$ cat src/rtl/lcd_arb_pkg.sv
// Shared types for the LCD command arbiter: FSM states, owner codes and text-line helpers.
package lcd_arb_pkg;

  typedef enum logic [1:0] {
    ST_ARB_IDLE  = 2'd0,
    ST_ARB_OWN_A = 2'd1,
    ST_ARB_OWN_B = 2'd2,
    ST_ARB_DRAIN = 2'd3
  } t_arb_state;

  typedef logic [1:0] t_arb_owner;
  localparam t_arb_owner OWNER_NONE = 2'b00;
  localparam t_arb_owner OWNER_A    = 2'b01;
  localparam t_arb_owner OWNER_B    = 2'b10;

  typedef logic [127:0] t_lcd_line;
  localparam t_lcd_line c_lcd_blank_line = {16{8'h20}};

  function automatic t_arb_owner owner_of_state(input t_arb_state s);
    case (s)
      ST_ARB_OWN_A: return OWNER_A;
      ST_ARB_OWN_B: return OWNER_B;
      default:      return OWNER_NONE;
    endcase
  endfunction

endpackage

$ cat src/rtl/lcd_arb_mux.sv
// Owner-select of the driver command strobes and text lines; blank lines and no strobes when unowned.
module lcd_arb_mux
  import lcd_arb_pkg::*;
(
  input  logic [1:0]   owner,
  input  logic         wr_clear_a,
  input  logic         wr_line1_a,
  input  logic         wr_line2_a,
  input  logic         wr_clear_b,
  input  logic         wr_line1_b,
  input  logic         wr_line2_b,
  input  logic [127:0] line1_a,
  input  logic [127:0] line2_a,
  input  logic [127:0] line1_b,
  input  logic [127:0] line2_b,
  output logic         wr_clear,
  output logic         wr_line1,
  output logic         wr_line2,
  output logic [127:0] line1,
  output logic [127:0] line2
);

  always_comb begin
    wr_clear = 1'b0;
    wr_line1 = 1'b0;
    wr_line2 = 1'b0;
    line1    = c_lcd_blank_line;
    line2    = c_lcd_blank_line;
    case (owner)
      OWNER_A: begin
        wr_clear = wr_clear_a;
        wr_line1 = wr_line1_a;
        wr_line2 = wr_line2_a;
        line1    = line1_a;
        line2    = line2_a;
      end
      OWNER_B: begin
        wr_clear = wr_clear_b;
        wr_line1 = wr_line1_b;
        wr_line2 = wr_line2_b;
        line1    = line1_b;
        line2    = line2_b;
      end
      default: ;
    endcase
  end

endmodule

$ cat src/rtl/lcd_cmd_arbiter.sv
// Two-requester arbiter for the PMOD CLS LCD driver: whole-transaction grants with a drain gap.
// Optional grant watchdog with sticky fault flag: define LCD_ARB_WATCHDOG_EN.
module lcd_cmd_arbiter
  import lcd_arb_pkg::*;
#(
  parameter int parm_round_robin    = 0,
  parameter int parm_drain_cycles   = 4,
  parameter int parm_watchdog_ticks = 2500000
) (
  input  logic         i_clk_20mhz,
  input  logic         i_rstn_20mhz,
  input  logic         i_ce_2_5mhz,
  input  logic         i_lcd_command_ready,
  input  logic         i_req_a,
  input  logic         i_req_b,
  output logic         o_gnt_a,
  output logic         o_gnt_b,
  input  logic         i_wr_clear_a,
  input  logic         i_wr_clear_b,
  input  logic         i_wr_line1_a,
  input  logic         i_wr_line1_b,
  input  logic         i_wr_line2_a,
  input  logic         i_wr_line2_b,
  input  logic [127:0] i_line1_a,
  input  logic [127:0] i_line1_b,
  input  logic [127:0] i_line2_a,
  input  logic [127:0] i_line2_b,
  output logic         o_lcd_command_ready_a,
  output logic         o_lcd_command_ready_b,
  output logic         o_lcd_wr_clear_display,
  output logic         o_lcd_wr_text_line1,
  output logic         o_lcd_wr_text_line2,
  output logic [127:0] o_dat_ascii_line1,
  output logic [127:0] o_dat_ascii_line2,
  output logic [1:0]   o_arb_owner,
  output logic         o_arb_fault
);

  if (parm_drain_cycles < 1 || parm_drain_cycles > 15 || parm_watchdog_ticks < 1) begin : g_bad_params
    $error("lcd_cmd_arbiter: parameter out of range");
  end

  localparam logic [3:0] c_drain_last = 4'(parm_drain_cycles - 1);

  t_arb_state state_q, state_d;
  t_arb_owner last_q, last_d;
  t_arb_owner owner;
  logic [3:0] drain_cnt_q, drain_cnt_d;
  logic       wd_fire;
  logic       elig_a, elig_b;

  assign owner       = owner_of_state(state_q);
  assign o_arb_owner = owner;
  assign o_gnt_a     = (state_q == ST_ARB_OWN_A);
  assign o_gnt_b     = (state_q == ST_ARB_OWN_B);
  assign o_lcd_command_ready_a = i_lcd_command_ready & o_gnt_a;
  assign o_lcd_command_ready_b = i_lcd_command_ready & o_gnt_b;

`ifdef LCD_ARB_WATCHDOG_EN
  localparam logic [23:0] c_wd_last = 24'(parm_watchdog_ticks - 1);

  logic [23:0] hold_q;
  logic        fault_q, block_a_q, block_b_q;

  assign wd_fire     = (o_gnt_a | o_gnt_b) && (hold_q == c_wd_last);
  assign elig_a      = i_req_a & ~block_a_q;
  assign elig_b      = i_req_b & ~block_b_q;
  assign o_arb_fault = fault_q;

  // Hold time is measured from grant; a forced-out requester stays locked out until it lets go.
  always_ff @(posedge i_clk_20mhz) begin
    if (!i_rstn_20mhz) begin
      hold_q    <= '0;
      fault_q   <= 1'b0;
      block_a_q <= 1'b0;
      block_b_q <= 1'b0;
    end else if (i_ce_2_5mhz) begin
      if (!(o_gnt_a | o_gnt_b))
        hold_q <= '0;
      else if (hold_q != '1)
        hold_q <= hold_q + 24'd1;
      if (wd_fire)
        fault_q <= 1'b1;
      if (wd_fire && o_gnt_a && i_req_a)
        block_a_q <= 1'b1;
      else if (!i_req_a)
        block_a_q <= 1'b0;
      if (wd_fire && o_gnt_b && i_req_b)
        block_b_q <= 1'b1;
      else if (!i_req_b)
        block_b_q <= 1'b0;
    end
  end
`else
  assign wd_fire     = 1'b0;
  assign elig_a      = i_req_a;
  assign elig_b      = i_req_b;
  assign o_arb_fault = 1'b0;
`endif

  always_comb begin
    state_d     = state_q;
    last_d      = last_q;
    drain_cnt_d = drain_cnt_q;
    case (state_q)
      ST_ARB_IDLE: begin
        if (i_lcd_command_ready) begin
          if (elig_a && elig_b) begin
            if (parm_round_robin != 0 && last_q == OWNER_B)
              state_d = ST_ARB_OWN_A;
            else
              state_d = ST_ARB_OWN_B;
          end else if (elig_a) begin
            state_d = ST_ARB_OWN_A;
          end else if (elig_b) begin
            state_d = ST_ARB_OWN_B;
          end
        end
      end
      ST_ARB_OWN_A: begin
        if (!i_req_a || wd_fire) begin
          state_d = ST_ARB_DRAIN;
          last_d  = OWNER_A;
        end
      end
      ST_ARB_OWN_B: begin
        if (!i_req_b || wd_fire) begin
          state_d = ST_ARB_DRAIN;
          last_d  = OWNER_B;
        end
      end
      default: begin
        // The gap only counts consecutive ready ticks; any busy tick restarts it.
        if (!i_lcd_command_ready) begin
          drain_cnt_d = 4'd0;
        end else if (drain_cnt_q == c_drain_last) begin
          drain_cnt_d = 4'd0;
          state_d     = ST_ARB_IDLE;
        end else if (drain_cnt_q != 4'hF) begin
          drain_cnt_d = drain_cnt_q + 4'd1;
        end
      end
    endcase
  end

  always_ff @(posedge i_clk_20mhz) begin
    if (!i_rstn_20mhz) begin
      state_q     <= ST_ARB_DRAIN;
      last_q      <= OWNER_A;
      drain_cnt_q <= 4'd0;
    end else if (i_ce_2_5mhz) begin
      state_q     <= state_d;
      last_q      <= last_d;
      drain_cnt_q <= drain_cnt_d;
    end
  end

  lcd_arb_mux u_mux (
    .owner      (owner),
    .wr_clear_a (i_wr_clear_a),
    .wr_line1_a (i_wr_line1_a),
    .wr_line2_a (i_wr_line2_a),
    .wr_clear_b (i_wr_clear_b),
    .wr_line1_b (i_wr_line1_b),
    .wr_line2_b (i_wr_line2_b),
    .line1_a    (i_line1_a),
    .line2_a    (i_line2_a),
    .line1_b    (i_line1_b),
    .line2_b    (i_line2_b),
    .wr_clear   (o_lcd_wr_clear_display),
    .wr_line1   (o_lcd_wr_text_line1),
    .wr_line2   (o_lcd_wr_text_line2),
    .line1      (o_dat_ascii_line1),
    .line2      (o_dat_ascii_line2)
  );

endmodule
$ cat config.mk
export PLATFORM = sky130hd
export DESIGN_NAME = lcd_cmd_arbiter
export DESIGN_NICKNAME = d
export VERILOG_FILES = /design/src/rtl/lcd_arb_pkg.sv /design/src/rtl/lcd_arb_mux.sv /design/src/rtl/lcd_cmd_arbiter.sv
export SDC_FILE = /design/constraint.sdc
export NUM_CORES = 1
export LEC_CHECK = 0
export CORE_AREA = 2 2 310 312
export DETAILED_ROUTE_END_ITERATION = 8
export DIE_AREA = 0 0 312 314
export PLACE_DENSITY = 0.3
export SLEW_MARGIN = 25
export SYNTH_ARGS = -nofsm -noshare
export SYNTH_HDL_FRONTEND = slang
export SYNTH_SLANG_ARGS = --single-unit
export TNS_END_PERCENT = 1
$ cat constraint.sdc
create_clock -name i_clk_20mhz -period 3.2 [get_ports i_clk_20mhz]
set_input_delay 0.64 -clock i_clk_20mhz [delete_from_list [all_inputs] [get_ports i_clk_20mhz]]
set_output_delay 0.64 -clock i_clk_20mhz [all_outputs]
set_load 0.02 [all_outputs]
==> metrics.log <==
INFO  metric maximum_number_of_pins_on_one_net_before_global_route_repair = 55
INFO  metric yosys-top-cells-count = sky130_fd_sc_hd__a22oi_1 (261), sky130_fd_sc_hd__nor2b_1 (229), sky130_fd_sc_hd__buf_2 (52)
INFO  metric placement.cell_area = 15300 um^2
INFO  metric r2r_setup_slack = 1380 ps
INFO  metric hold-path-endpoint = drain_cnt_q[0]
INFO  metric hold_path.class = register to register
INFO  metric num_io_pins = 790
INFO  metric power_per_cell_area = 67.6 nW/um^2
INFO  metric clock_latency = 230 ps
INFO  metric netlist.top_cell.by_area = sky130_fd_sc_hd__a22oi_1
INFO  metric setup_viol = 0
INFO  metric first_global_vias = 8991
INFO  metric tightest_slew = 517 ps
INFO  metric crit_fanout = 35
INFO  metric deepest_clock_path_buffer_count = 2
INFO  metric worst_setup_path_start_kind = register
INFO  metric post_drt_wl_per_cell = 24.1 um
INFO  metric port-buffer-count = 788
INFO  metric post-synth-top-count-cell = sky130_fd_sc_hd__a22oi_1
INFO  metric vias_per_cell = 3.23
INFO  metric syn-mean-instance-area = 6.61 um^2
INFO  metric cellLeakagePower = 4.46 nW
INFO  metric mappedNetlistArea = 4390 um^2
INFO  metric synth-seq-cells = 6
INFO  metric total_power = 0.00104 W
INFO  metric fin_area = 15400 um^2
INFO  metric grt_overflow_total = 0
INFO  metric report.final.slew_viol_count = 0
INFO  metric row_count = 113
INFO  metric net_count_synth = 1195
INFO  metric min_period_over_period = 97.5%
INFO  metric cts.sink_count = 6
INFO  metric switching_share = 21.2%
INFO  metric floorplan.initialDensity = 4.65%
INFO  metric synthToLayoutAreaGrowth = 251%
INFO  metric cells_taking_the_most_area_after_synthesis = sky130_fd_sc_hd__a22oi_1 (45%), sky130_fd_sc_hd__nor2b_1 (33%), sky130_fd_sc_hd__buf_2 (5.9%)
INFO  metric setup_total_negative_slack = 0 ps
INFO  metric clock.fmax = 321 MHz
INFO  metric final.hold.worst_slack = 551 ps
INFO  metric drtIter0Drc = 412
INFO  metric number_of_enable_flip_flop_cells_after_synthesis = 0
INFO  metric synthFlopType = sky130_fd_sc_hd__dfxtp_1
INFO  metric rsz0062_at_grt = no
INFO  metric final_net_count = 1940
INFO  metric design.die.area = 98000 um^2
INFO  metric chipHeight = 314 um
INFO  metric total_global_route_track_usage = 12.3%
INFO  metric max-slew-margin-rel = 65.5%
INFO  metric first_pass_grt_wire_length = 84.0 mm
INFO  metric status = finished clean
INFO  metric power_frac_comb = 72.9%
INFO  metric seq_power_share = 7.5%
INFO  metric reg2regPathDepth = 6
INFO  metric yosys_warnings = 0
INFO  metric dp_hpwl = 58.0 mm
INFO  metric max-cap-violations = 0
INFO  metric synth.distinct_cells = 30
INFO  metric critPathKind = register to output pin
INFO  metric final_period_minus_worst_setup_slack = 3120 ps
INFO  metric cts-buffers-inserted = 3
INFO  metric fp.dieW = 312 um
INFO  metric synth_top_area_share = 44.7%
INFO  metric drcViolationCount = 0
INFO  metric clock-root-buffer = sky130_fd_sc_hd__clkbuf_16
INFO  metric endpoint_kind = output pin
INFO  metric holdPathStages = 2
INFO  metric vias = 8625
INFO  metric cts_tree = built
INFO  metric worstHoldStart = drain_cnt_q[2]
INFO  metric r2r_end = state_q[0]
INFO  metric antenna_violations_before_repair = 6
INFO  metric power_internal = 0.000820 W
INFO  metric clkPwrFrac = 19.6%
INFO  metric worst-endpoint-required = 2560 ps
INFO  metric fin_skew = 2.66 ps
INFO  metric seq_area_frac_synth = 2.74%
INFO  metric fillerInstances = 10720
INFO  metric worst_ir_drop_vdd = 0.104 mV
INFO  metric path_clk_slew = 40 ps
INFO  metric power.switching = 0.000221 W
INFO  metric antenna_left = 0
INFO  metric layout_cell_share_with_drive_strength_beyond_1 = 15.6%
INFO  metric post-cts-setup-buffer-count = 0
INFO  metric dr.pass1.iters = 4
INFO  metric syn_inst = 664
INFO  metric postSynth.asyncResetShare = 0%
INFO  metric critPathArrivalTime = 2480 ps
INFO  metric finalHoldViolCount = 0
INFO  metric core-area = 94400 um^2
INFO  metric clock_h_tree_levels = 1
INFO  metric totalWireLength = 64.4 mm
INFO  metric gp_congestion = 0.856
INFO  metric startpoint_of_the_most_critical_register_to_register_path = state_q[0]
-- how the worst max path moves through the flow --
stage,start,end,slack [ps]
detailed placement,state_q[0],o_dat_ascii_line2[5],240
finish,state_q[0],o_dat_ascii_line1[98],80
CTS,state_q[0],o_dat_ascii_line2[124],60
floorplan,state_q[0],o_dat_ascii_line1[10],870
global route,state_q[0],o_dat_ascii_line1[119],2
global placement,i_line2_b[5],o_dat_ascii_line2[5],240
-- worst max-delay path: stages (launching register included) --
cell                              delay, ps
sky130_fd_sc_hd__dfxtp_1                350
sky130_fd_sc_hd__inv_1                  230
sky130_fd_sc_hd__ha_4                   210
sky130_fd_sc_hd__buf_12                 220
sky130_fd_sc_hd__a22oi_1                130
sky130_fd_sc_hd__buf_4                  160
sky130_fd_sc_hd__nor2b_1                170
sky130_fd_sc_hd__clkdlybuf4s50_1        720
-- metal layers --
layer	part of all wire (%)	global-route usage [%]	vias to the layer above
li1	-	-	3953
met1	46	17.0	4160
met2	47	20.5	482
met3	6.6	2.83	22
met4	0.26	0.415	8
met5	0.078	0	-
-- layout by cell type (no fill, tap or decap), types with 2 or more instances in the layout --
cell                              count
sky130_fd_sc_hd__o2111a_1             2
sky130_fd_sc_hd__nand2_1             36
sky130_fd_sc_hd__buf_4               55
sky130_fd_sc_hd__a21oi_1              2
sky130_fd_sc_hd__and2_1               4
sky130_fd_sc_hd__ha_4                 3
sky130_fd_sc_hd__dfxtp_1              6
sky130_fd_sc_hd__nor3b_1              2
sky130_fd_sc_hd__buf_12             156
sky130_fd_sc_hd__nor2b_1            229
sky130_fd_sc_hd__a22oi_1            260
sky130_fd_sc_hd__clkbuf_16            3
sky130_fd_sc_hd__a31oi_1              2
sky130_fd_sc_hd__inv_1                4
sky130_fd_sc_hd__clkdlybuf4s50_1    618
sky130_fd_sc_hd__ha_1                 4
sky130_fd_sc_hd__nand3_1              4
sky130_fd_sc_hd__o21ai_0              3
-- metrics by stage --
| stage | utilization (%) | setup slack [ps] | std cells |
|---|---|---|---|
| final | 16.3 | 81.4 | 2673 |
| after global routing | 16.3 | 1.84 | 2672 |
| after CTS | 16.3 | 63.8 | 2672 |
| after detailed placement | 16.2 | 237 | 2669 |
| after global placement | 16.2 | 241 | 2669 |
| after floorplan | - | 874 | 664 |
-- state kept, by name, indices dropped and copies added (netlist names) --
| register | count |
|---|---|
| state_q | 2 |
| drain_cnt_q | 4 |
-- power groups by stage --
| stage | Sequential [W] | Clock, W | Combinational, W |
|---|---|---|---|
| floorplan | 0.0000785 | 0 | 0.0000409 |
| global placement | 0.0000788 | 0 | 0.000762 |
| detailed placement | 0.0000788 | 0 | 0.000763 |
| CTS | 0.0000778 | 0.000208 | 0.000769 |
| global route | 0.0000779 | 0.000216 | 0.000800 |
| finish | 0.0000779 | 0.000204 | 0.000759 |
-- cell type report --
type	instances	area, um^2	share of cell area [%]
sequential	6	120	0.780
inverter	4	15.0	0.0975
tap	1265	1580	10.3
clock buffer	3	75.1	0.487
antenna	1	2.50	0.0162
multi-input combinational	564	3870	25.1
timing repair buffer	830	9730	63.2
-- logic make-up (layout without fill, tap and decap cells) --
logic type / count (synthesis) / count (layout) / share of synthesized area (%)
muxes: 1 / 1 / 0.228
and+or+nand+nor: 277 / 277 / 37.4
DFF: 6 / 6 / 2.74
adders and majority gates: 7 / 7 / 2.00
AOI/OAI and AO/OA: 278 / 278 / 47.6
other: 1 / 2 / 0.0855
buffers and inverters: 94 / 837 / 9.95
-- what timing repair did --
item / CTS / global route
hold buffers: 0 / 0
gates resized for setup: 1 / 1
endpoints found under the hold margin: 0 / 0
setup endpoints to repair: 1 / 1
(Power assumes the default switching activity.)
